===== src/rtl/mem_arbiter.sv =====
// Shares the byte-wide memory port between fetch (IF) and load/store (LS), LS first; each request
// becomes 1/2/4 little-endian byte cycles plus a one-cycle ok. rdy_in=0 freezes state; a full IO buffer stalls writes.
module mem_arbiter #(
  parameter int unsigned ADDR_W = 32,
  parameter logic [1:0]  IO_SEL = 2'b11
) (
  input  logic              clk_in,
  input  logic              rst_in,
  input  logic              rdy_in,
  input  logic              io_buffer_full,
  input  logic [7:0]        mem_din,
  output logic [7:0]        mem_dout,
  output logic [ADDR_W-1:0] mem_a,
  output logic              mem_wr,
  input  logic              IF_MC_ask,
  input  logic [ADDR_W-1:0] IF_MC_Addr,
  input  logic              IF_MC_clr,
  output logic              MC_IF_ok,
  output logic [31:0]       MC_IF_Inst,
  input  logic              LS_MC_ask,
  input  logic              LS_MC_wr,
  input  logic [ADDR_W-1:0] LS_MC_Addr,
  input  logic [1:0]        LS_MC_len,
  input  logic [31:0]       LS_MC_Data,
  output logic              MC_LS_ok,
  output logic [31:0]       MC_LS_Data
);

  typedef enum logic [1:0] {IDLE, IF_RD, LS_RD, LS_WR} state_t;

  state_t            state_q, state_d;
  logic [ADDR_W-1:0] addr_q, addr_d;
  logic [2:0]        n_q, n_d;
  logic [2:0]        cnt_q, cnt_d;
  logic [31:0]       wdat_q, wdat_d;
  logic [31:0]       rbuf_q, rbuf_d;
  logic              paused_q;
  logic [ADDR_W-1:0] mem_a_q, mem_a_d;
  logic [7:0]        mem_dout_q, mem_dout_d;
  logic              mem_wr_q, mem_wr_d;
  logic              if_ok_q, if_ok_d;
  logic              ls_ok_q, ls_ok_d;
  logic [31:0]       if_inst_q, if_inst_d;
  logic [31:0]       ls_data_q, ls_data_d;

  logic [1:0] bidx;
  logic       grant_io_blk;
  logic       wr_io_blk;

  function automatic logic [2:0] len_bytes(input logic [1:0] len);
    case (len)
      2'b00:   return 3'd1;
      2'b01:   return 3'd2;
      default: return 3'd4;
    endcase
  endfunction

  // Byte i lands two edges after its address went out, i.e. at counter value i+2.
  assign bidx         = cnt_q[1:0] - 2'd2;
  assign grant_io_blk = io_buffer_full && (LS_MC_Addr[17:16] == IO_SEL);
  assign wr_io_blk    = io_buffer_full && (addr_q[17:16] == IO_SEL);

  always_comb begin
    state_d    = state_q;
    addr_d     = addr_q;
    n_d        = n_q;
    cnt_d      = cnt_q;
    wdat_d     = wdat_q;
    rbuf_d     = rbuf_q;
    mem_a_d    = mem_a_q;
    mem_dout_d = mem_dout_q;
    mem_wr_d   = mem_wr_q;
    if_ok_d    = if_ok_q;
    ls_ok_d    = ls_ok_q;
    if_inst_d  = if_inst_q;
    ls_data_d  = ls_data_q;
    if (rdy_in) begin
      if_ok_d = 1'b0;
      ls_ok_d = 1'b0;
      case (state_q)
        IDLE: begin
          mem_a_d    = '0;
          mem_dout_d = 8'h00;
          mem_wr_d   = 1'b0;
          cnt_d      = 3'd0;
          // A live ok forces a dead cycle so the requester can drop ask.
          if (!if_ok_q && !ls_ok_q) begin
            if (LS_MC_ask) begin
              addr_d = LS_MC_Addr;
              n_d    = len_bytes(LS_MC_len);
              wdat_d = LS_MC_Data;
              rbuf_d = '0;
              if (LS_MC_wr) begin
                state_d = LS_WR;
                if (!grant_io_blk) begin
                  mem_a_d    = LS_MC_Addr;
                  mem_dout_d = LS_MC_Data[7:0];
                  mem_wr_d   = 1'b1;
                  cnt_d      = 3'd1;
                end
              end else begin
                state_d = LS_RD;
                mem_a_d = LS_MC_Addr;
                cnt_d   = 3'd1;
              end
            end else if (IF_MC_ask && !IF_MC_clr) begin
              state_d = IF_RD;
              addr_d  = IF_MC_Addr;
              n_d     = 3'd4;
              rbuf_d  = '0;
              mem_a_d = IF_MC_Addr;
              cnt_d   = 3'd1;
            end
          end
        end
        IF_RD, LS_RD: begin
          if (state_q == IF_RD && IF_MC_clr) begin
            state_d = IDLE;
            mem_a_d = '0;
            cnt_d   = 3'd0;
          end else if (paused_q) begin
            // Bytes in flight during a pause are stale: replay the whole read.
            mem_a_d = addr_q;
            cnt_d   = 3'd1;
          end else begin
            mem_a_d = (cnt_q < n_q) ? addr_q + ADDR_W'(cnt_q) : '0;
            if (cnt_q >= 3'd2) rbuf_d[{bidx, 3'b000} +: 8] = mem_din;
            if (cnt_q == n_q + 3'd1) begin
              state_d = IDLE;
              cnt_d   = 3'd0;
              if (state_q == IF_RD) begin
                if_ok_d   = 1'b1;
                if_inst_d = rbuf_d;
              end else begin
                ls_ok_d   = 1'b1;
                ls_data_d = rbuf_d;
              end
            end else begin
              cnt_d = cnt_q + 3'd1;
            end
          end
        end
        LS_WR: begin
          if (cnt_q < n_q) begin
            if (wr_io_blk) begin
              mem_a_d    = '0;
              mem_dout_d = 8'h00;
              mem_wr_d   = 1'b0;
            end else begin
              mem_a_d    = addr_q + ADDR_W'(cnt_q);
              mem_dout_d = wdat_q[{cnt_q[1:0], 3'b000} +: 8];
              mem_wr_d   = 1'b1;
              cnt_d      = cnt_q + 3'd1;
            end
          end else begin
            state_d    = IDLE;
            mem_a_d    = '0;
            mem_dout_d = 8'h00;
            mem_wr_d   = 1'b0;
            cnt_d      = 3'd0;
            ls_ok_d    = 1'b1;
          end
        end
        default: state_d = IDLE;
      endcase
    end
  end

  always_ff @(posedge clk_in) begin
    if (!rst_in) begin
      state_q    <= IDLE;
      addr_q     <= '0;
      n_q        <= 3'd0;
      cnt_q      <= 3'd0;
      wdat_q     <= '0;
      rbuf_q     <= '0;
      paused_q   <= 1'b0;
      mem_a_q    <= '0;
      mem_dout_q <= 8'h00;
      mem_wr_q   <= 1'b0;
      if_ok_q    <= 1'b0;
      ls_ok_q    <= 1'b0;
      if_inst_q  <= '0;
      ls_data_q  <= '0;
    end else begin
      state_q    <= state_d;
      addr_q     <= addr_d;
      n_q        <= n_d;
      cnt_q      <= cnt_d;
      wdat_q     <= wdat_d;
      rbuf_q     <= rbuf_d;
      paused_q   <= ~rdy_in;
      mem_a_q    <= mem_a_d;
      mem_dout_q <= mem_dout_d;
      mem_wr_q   <= mem_wr_d;
      if_ok_q    <= if_ok_d;
      ls_ok_q    <= ls_ok_d;
      if_inst_q  <= if_inst_d;
      ls_data_q  <= ls_data_d;
    end
  end

  assign mem_a      = mem_a_q;
  assign mem_dout   = mem_dout_q;
  assign mem_wr     = mem_wr_q & rdy_in;
  assign MC_IF_ok   = if_ok_q;
  assign MC_IF_Inst = if_inst_q;
  assign MC_LS_ok   = ls_ok_q;
  assign MC_LS_Data = ls_data_q;

endmodule

===== config.mk =====
export PLATFORM = sky130hd
export DESIGN_NAME = mem_arbiter
export DESIGN_NICKNAME = d
export VERILOG_FILES = /design/src/rtl/mem_arbiter.sv
export SDC_FILE = /design/constraint.sdc
export NUM_CORES = 1
export LEC_CHECK = 0
export CORE_MARGIN = 2
export CORE_UTILIZATION = 57
export CTS_BUF_LIST = sky130_fd_sc_hd__clkbuf_8
export DETAILED_ROUTE_END_ITERATION = 10
export PLACE_DENSITY_LB_ADDON = 0.05
export RECOVER_POWER = 50
export SETUP_SLACK_MARGIN = 0.5
export SLEW_MARGIN = 25
export SYNTH_ARGS = -nofsm -noshare
export SYNTH_HDL_FRONTEND = slang
export SYNTH_SLANG_ARGS = --single-unit

===== constraint.sdc =====
create_clock -name clk_in -period 6 [get_ports clk_in]
set_input_delay 1.5 -clock clk_in [delete_from_list [all_inputs] [get_ports clk_in]]
set_output_delay 1.5 -clock clk_in [all_outputs]
set_load 0.01 [all_outputs]

Word level (Yosys, flattened, before mapping)
Index checks and enable logic that the tools add are counted.

operators by class
  equality and inequality tests = 15
  $add $sub $neg = 5
  magnitude comparators = 2
  reduce and logical (&&, ||, !) cells = 22
  shift operators = 3
  mux-type cells = 69
  bitwise operators = 5

operator list
  kind                      count
  $mux W32                  18
  $pmux W32 S3              1
  $pmux W32 S2              1
  $mux W8                   6
  $add A32 B3 Y32           1
  $bwmux W32                1
  $shift A8 B7 Y32 const A  1
  $shiftx A32 B6 Y8         1
  $shiftx A8 B7 Y32         1
  $mux W3                   10
  $reduce_and A6 Y1         4
  $mux W1                   19
  $pmux W8 S2               1
  $mux W2                   7
  $ne A3 B3 Y1 const B      4
  $pmux W3 S3               1
  $eq A2 B2 Y1 const B      4
  $ne A2 B2 Y1 const B      4
  $reduce_and A4 Y1         2
  $neg A5 Y7                1
  $add A3 B1 Y3 const B     2
  $pmux W2 S3               1
  $pmux W3 S2               1
  $reduce_bool A2 Y1        3
  13 further kinds          26

storage, ports and cells
  input port bits = 114
  bits in registers = 212

Logic depth before layout (Yosys ltp)
  word-level depth = 8
  mapped depth = 10
  depth with buffers taken out = 9

Least setup slack after synthesis
Ideal clock, no wire load.

  path kind = input to output
  from = in rdy_in
  to = out mem_wr
  path slack = 2.027 ns
  stages on the path = 4
  required time = 4.500 ns
  path buffers = 3
  arrival = 2.473 ns
  cells stage by stage = clkbuf_1 -> clkbuf_1 -> clkbuf_1 -> and2_1

between the ends
  longest elaborated chain between the ends = 1

RTL lines
  what           line  RTL
  from (decl)    9     input logic rdy_in,
  $and A1 B1 Y1  205   assign mem_wr = mem_wr_q & rdy_in;
  to (decl)      14    output logic mem_wr,

No other way between the ends.

Worst setup path in the final report
  from = in rdy_in
  to = reg n_q[1]

between the ends
  longest elaborated chain between the ends = 1

RTL lines
  what                         line  RTL
  $reduce_and A4 Y1 (no line)  n/a
  to (signal assigned)         188   n_q <= n_d;
  to (decl)                    33    logic [2:0] n_q, n_d;

No other way between the ends.
A chain may end at the register's enable or synchronous reset.

==> metrics.txt <==
# TYPE chip_impl_metric gauge
chip_impl_info{name="grt_setup_unrepaired",value="false"} 1
chip_impl_metric{name="count_of_routing_violations_after_the_opening_detailed_route_iteration",unit=""} 1019
chip_impl_metric{name="setup_tns",unit="ns"} 0
chip_impl_metric{name="post_layout_total_power",unit="mW"} 3.54
chip_impl_metric{name="firstDrtPassIters",unit=""} 6
chip_impl_metric{name="grt_max_degree",unit=""} 108
chip_impl_metric{name="max_cap_viol_count",unit=""} 2
chip_impl_metric{name="wirelength",unit="mm"} 31.4
chip_impl_info{name="synth_area_leader_cell",value="sky130_fd_sc_hd__dfxtp_1"} 1
chip_impl_metric{name="design.portCount",unit=""} 221
chip_impl_info{name="ys.flop_type",value="sky130_fd_sc_hd__dfxtp_1"} 1
chip_impl_metric{name="cts_max_level",unit=""} 2
chip_impl_metric{name="share_clk_of_total_power",unit="%"} 38.8
chip_impl_metric{name="worstMarginPinSlew",unit="ns"} 2.08
chip_impl_metric{name="initial_core_util",unit="%"} 58.2
chip_impl_metric{name="vdd_drop_max",unit="µV"} 263
chip_impl_metric{name="slew_headroom",unit="%"} -38.8
chip_impl_metric{name="report.final.setup_viol",unit=""} 0
chip_impl_metric{name="p_per_area",unit="mW/mm²"} 263
chip_impl_metric{name="clock_path_buffers",unit=""} 3
chip_impl_metric{name="worst-path-buf-inv",unit=""} 3
chip_impl_metric{name="crit_fanout",unit=""} 64
chip_impl_metric{name="die_width",unit="µm"} 140
chip_impl_metric{name="synth_seq_cells",unit=""} 212
chip_impl_metric{name="synth_top_area_share",unit="%"} 40.5
chip_impl_metric{name="synthCells",unit=""} 1363
chip_impl_metric{name="switching_share",unit="%"} 29.0
chip_impl_info{name="path_delay_family",value="simple AND/OR/NAND/NOR gates"} 1
chip_impl_metric{name="total_switching_power",unit="mW"} 1.03
chip_impl_metric{name="met3WireLength",unit="mm"} 2.64
chip_impl_info{name="most_common_library_cell_in_the_layout_ignoring_fill_and_taps",value="sky130_fd_sc_hd__nand2_1"} 1
chip_impl_metric{name="postSynthNetCount",unit=""} 1496
chip_impl_metric{name="viasPerCell",unit=""} 5.95
chip_impl_metric{name="drive_gt1_share",unit="%"} 5.71
chip_impl_info{name="crit_type",value="input pin to flip-flop"} 1
chip_impl_metric{name="finalWorstPathRequiredPeriod",unit="ns"} 4.34
chip_impl_metric{name="die_area",unit="mm²"} 0.0195
chip_impl_info{name="most-common-layout-cells",value="sky130_fd_sc_hd__nand2_1 (306), sky130_fd_sc_hd__dfxtp_1 (212), sky130_fd_sc_hd__a21oi_1 (165)"} 1
chip_impl_metric{name="cts_buffers",unit=""} 36
chip_impl_info{name="run_status",value="finished, violations left"} 1
chip_impl_metric{name="post_cts_buffers",unit=""} 0
chip_impl_metric{name="fin_skew",unit="ns"} 0.0176
chip_impl_metric{name="grt_first_pass_wirelength",unit="mm"} 50.8
chip_impl_metric{name="yosys_warnings",unit=""} 0
chip_impl_metric{name="final_core_util",unit="%"} 74.7
chip_impl_metric{name="detail_route.drc_violations",unit=""} 0
chip_impl_metric{name="gp_routability_congestion",unit=""} 0.966
chip_impl_metric{name="netlist-cell-type-count",unit=""} 62
chip_impl_metric{name="crit_required",unit="ns"} 6.38
chip_impl_metric{name="fill_cells",unit=""} 1418
chip_impl_info{name="hold_path.class",value="flip-flop to flip-flop"} 1
chip_impl_metric{name="cts.hold.buffers_added",unit=""} 0
chip_impl_metric{name="diodes",unit=""} 0
chip_impl_info{name="worstSetupStartpointType",value="input pin"} 1
chip_impl_info{name="yosys-top-cells-area",value="sky130_fd_sc_hd__dfxtp_1 (40%), sky130_fd_sc_hd__nand2_1 (11%), sky130_fd_sc_hd__a21oi_1 (7.9%)"} 1
chip_impl_metric{name="timing_max_transition_violations_final",unit=""} 140
chip_impl_metric{name="grt_antenna_before_repair",unit=""} 1
chip_impl_info{name="critical_path.cell_chain",value="clkbuf_1 > buf_4 > nand3_1 > nor2_1 > buf_4 > a2bb2oi_1 > nor2_1"} 1
chip_impl_metric{name="timing.hold.ws",unit="ns"} 0.445
chip_impl_metric{name="synth-seq-area-share",unit="%"} 40.5
chip_impl_metric{name="final_antenna_net_count",unit=""} 0
chip_impl_metric{name="power.leakage",unit="nW"} 5.04
chip_impl_metric{name="port_buffers",unit=""} 220
chip_impl_metric{name="nNetsFinal",unit=""} 1668
chip_impl_metric{name="placement_rows",unit=""} 49
chip_impl_info{name="end_kind",value="flip-flop"} 1
chip_impl_metric{name="min_period_over_period",unit="%"} 72.3
chip_impl_metric{name="num_vias",unit=""} 10632
chip_impl_metric{name="place_hpwl",unit="mm"} 21.3
chip_impl_metric{name="clkSinkCount",unit=""} 212
chip_impl_metric{name="grt_util_all_layers",unit="%"} 31.3
chip_impl_metric{name="fmaxAchievable",unit="MHz"} 230
chip_impl_metric{name="cp_slowest_stage_delay",unit="ns"} 1.49
chip_impl_metric{name="area.growth.synth_to_final",unit="%"} 28.5
chip_impl_metric{name="synth_edf_count",unit=""} 0
chip_impl_info{name="cts_tree",value="built"} 1
chip_impl_metric{name="ys_async_sr_fraction",unit="%"} 0
chip_impl_info{name="violated_checks",value="max-capacitance violations, max-slew violations"} 1
chip_impl_metric{name="wl_met2",unit="mm"} 14.2
chip_impl_metric{name="post_cts_resize_count",unit=""} 0
chip_impl_metric{name="wirelength_met1",unit="mm"} 13.8
chip_impl_metric{name="power.share.sequential",unit="%"} 44.0
chip_impl_metric{name="die_height",unit="µm"} 140
chip_impl_metric{name="syn-cell-area",unit="mm²"} 0.0105
chip_impl_metric{name="power_report.internal_total",unit="mW"} 2.51
chip_impl_metric{name="hold_violations",unit=""} 0
chip_impl_metric{name="routedWlPerCell",unit="µm"} 17.5
chip_impl_info{name="slowest_cell_on_crit_path",value="sky130_fd_sc_hd__nor2_1"} 1
chip_impl_info{name="route.top_layer_used",value="met5"} 1
chip_impl_metric{name="std_cell_core_area",unit="mm²"} 0.0180
chip_impl_metric{name="synth.avg_cell_area",unit="µm²"} 7.70
chip_impl_info{name="cts.root.buffer_cell",value="sky130_fd_sc_hd__clkbuf_8"} 1
chip_impl_metric{name="comb_power_share",unit="%"} 17.3
chip_impl_metric{name="cp.arrival",unit="ns"} 4.72
chip_impl_metric{name="path_clk_slew",unit="ns"} 0.06
chip_impl_metric{name="clk_latency",unit="ns"} 0.53
chip_impl_metric{name="grt_remaining_overflow",unit=""} 0
chip_impl_metric{name="grt_pass1_vias",unit=""} 9989
-- cells by family after synthesis --
family,synth area share [%]
AND/OR/NAND/NOR,22.9
AO/OA/AOI/OAI,22.7
flip-flops,40.5
buffers and inverters,4.86
multiplexers,5.92
adder cells (fa/ha/maj),2.34
XOR/XNOR,0.811
-- worst min-delay path, delay by kind of cell (launching register included) --
kind | cells | cell delay (ns)
simple gates | 1 | 0.05
compound gates | 1 | 0.05
flops | 1 | 0.30
-- registers in the layout, summed over array words and instances (netlist names) --
signal,cells
MC_LS_Data,32
MC_IF_ok,1
addr_q,32
MC_LS_ok,1
rbuf_q,32
mem_dout,8
state_q,2
mem_a,32
cnt_q,3
wdat_q,32
mem_wr_q,1
MC_IF_Inst,32
paused_q,1
n_q,3
-- synth_stat cells, types with 5 or more instances --
cell,instances
sky130_fd_sc_hd__a22oi_1,31
sky130_fd_sc_hd__a221oi_1,5
sky130_fd_sc_hd__inv_1,27
sky130_fd_sc_hd__clkbuf_1,86
sky130_fd_sc_hd__nand3_1,63
sky130_fd_sc_hd__and2_1,8
sky130_fd_sc_hd__o21ai_0,67
sky130_fd_sc_hd__mux2i_1,44
sky130_fd_sc_hd__nor4_1,9
sky130_fd_sc_hd__xnor2_1,5
sky130_fd_sc_hd__a22o_1,9
sky130_fd_sc_hd__nand2b_1,7
sky130_fd_sc_hd__nor2b_1,6
sky130_fd_sc_hd__dfxtp_1,212
sky130_fd_sc_hd__ha_1,18
sky130_fd_sc_hd__nor3_1,13
sky130_fd_sc_hd__o31a_1,5
sky130_fd_sc_hd__mux4_2,8
sky130_fd_sc_hd__o211ai_1,5
sky130_fd_sc_hd__nand2_1,306
sky130_fd_sc_hd__o21a_1,6
sky130_fd_sc_hd__a211oi_1,41
sky130_fd_sc_hd__and3_1,9
sky130_fd_sc_hd__nand4_1,20
sky130_fd_sc_hd__o31ai_1,14
sky130_fd_sc_hd__buf_1,11
sky130_fd_sc_hd__buf_2,8
sky130_fd_sc_hd__a21oi_1,165
sky130_fd_sc_hd__nor2_1,90
sky130_fd_sc_hd__a31oi_1,12
-- power by group through the flow --
stage               clock, mW  combinational, mW  sequential [mW]
finish                   1.37              0.612             1.56
global route             1.44              0.668             1.57
CTS                      1.38              0.617             1.55
detailed placement          0              0.613             1.58
global placement            0              0.603             1.58
floorplan                   0              0.377             1.56
-- per-stage QoR --
step | instances | worst slack, ns | instance area [µm²]
after floorplan | 1363 | 2.03 | 10500
after global placement | 1726 | 2.05 | 12700
after detailed placement | 1726 | 2.08 | 12700
after CTS | 1787 | 2.17 | 13500
after global routing | 1787 | 1.34 | 13500
final | 1787 | 1.66 | 13500
-- final timing paths --
path                        from              to  slack (ns)  cells after the start
setup / recovery          rdy_in          n_q[1]        1.66                      7
hold / removal    MC_LS_Data[14]  MC_LS_Data[14]        0.45                      2
setup reg to reg        cnt_q[1]       mem_a[20]        2.32                      8
hold reg to reg   MC_LS_Data[14]  MC_LS_Data[14]        0.45                      2
-- area by class of cell --
| class | instances | area, µm² | share of cell area (%) |
|---|---|---|---|
| timing repair buffer | 239 | 2330 | 17.3 |
| multi-input combinational | 1018 | 5750 | 42.7 |
| sequential | 212 | 4240 | 31.5 |
| clock buffer | 44 | 606 | 4.49 |
| clock inverter | 17 | 151 | 1.12 |
| inverter | 28 | 110 | 0.817 |
| tap | 229 | 287 | 2.13 |
-- metal layers --
| layer | GRT usage (%) | up-vias |
|---|---|---|
| met3 | 5.95 | 71 |
| met4 | 10.2 | 2 |
| li1 | - | 5180 |
| met2 | 49.2 | 456 |
| met5 | 0 | - |
| met1 | 43.8 | 4923 |
Note: power is estimated with default switching activity, not from simulation.
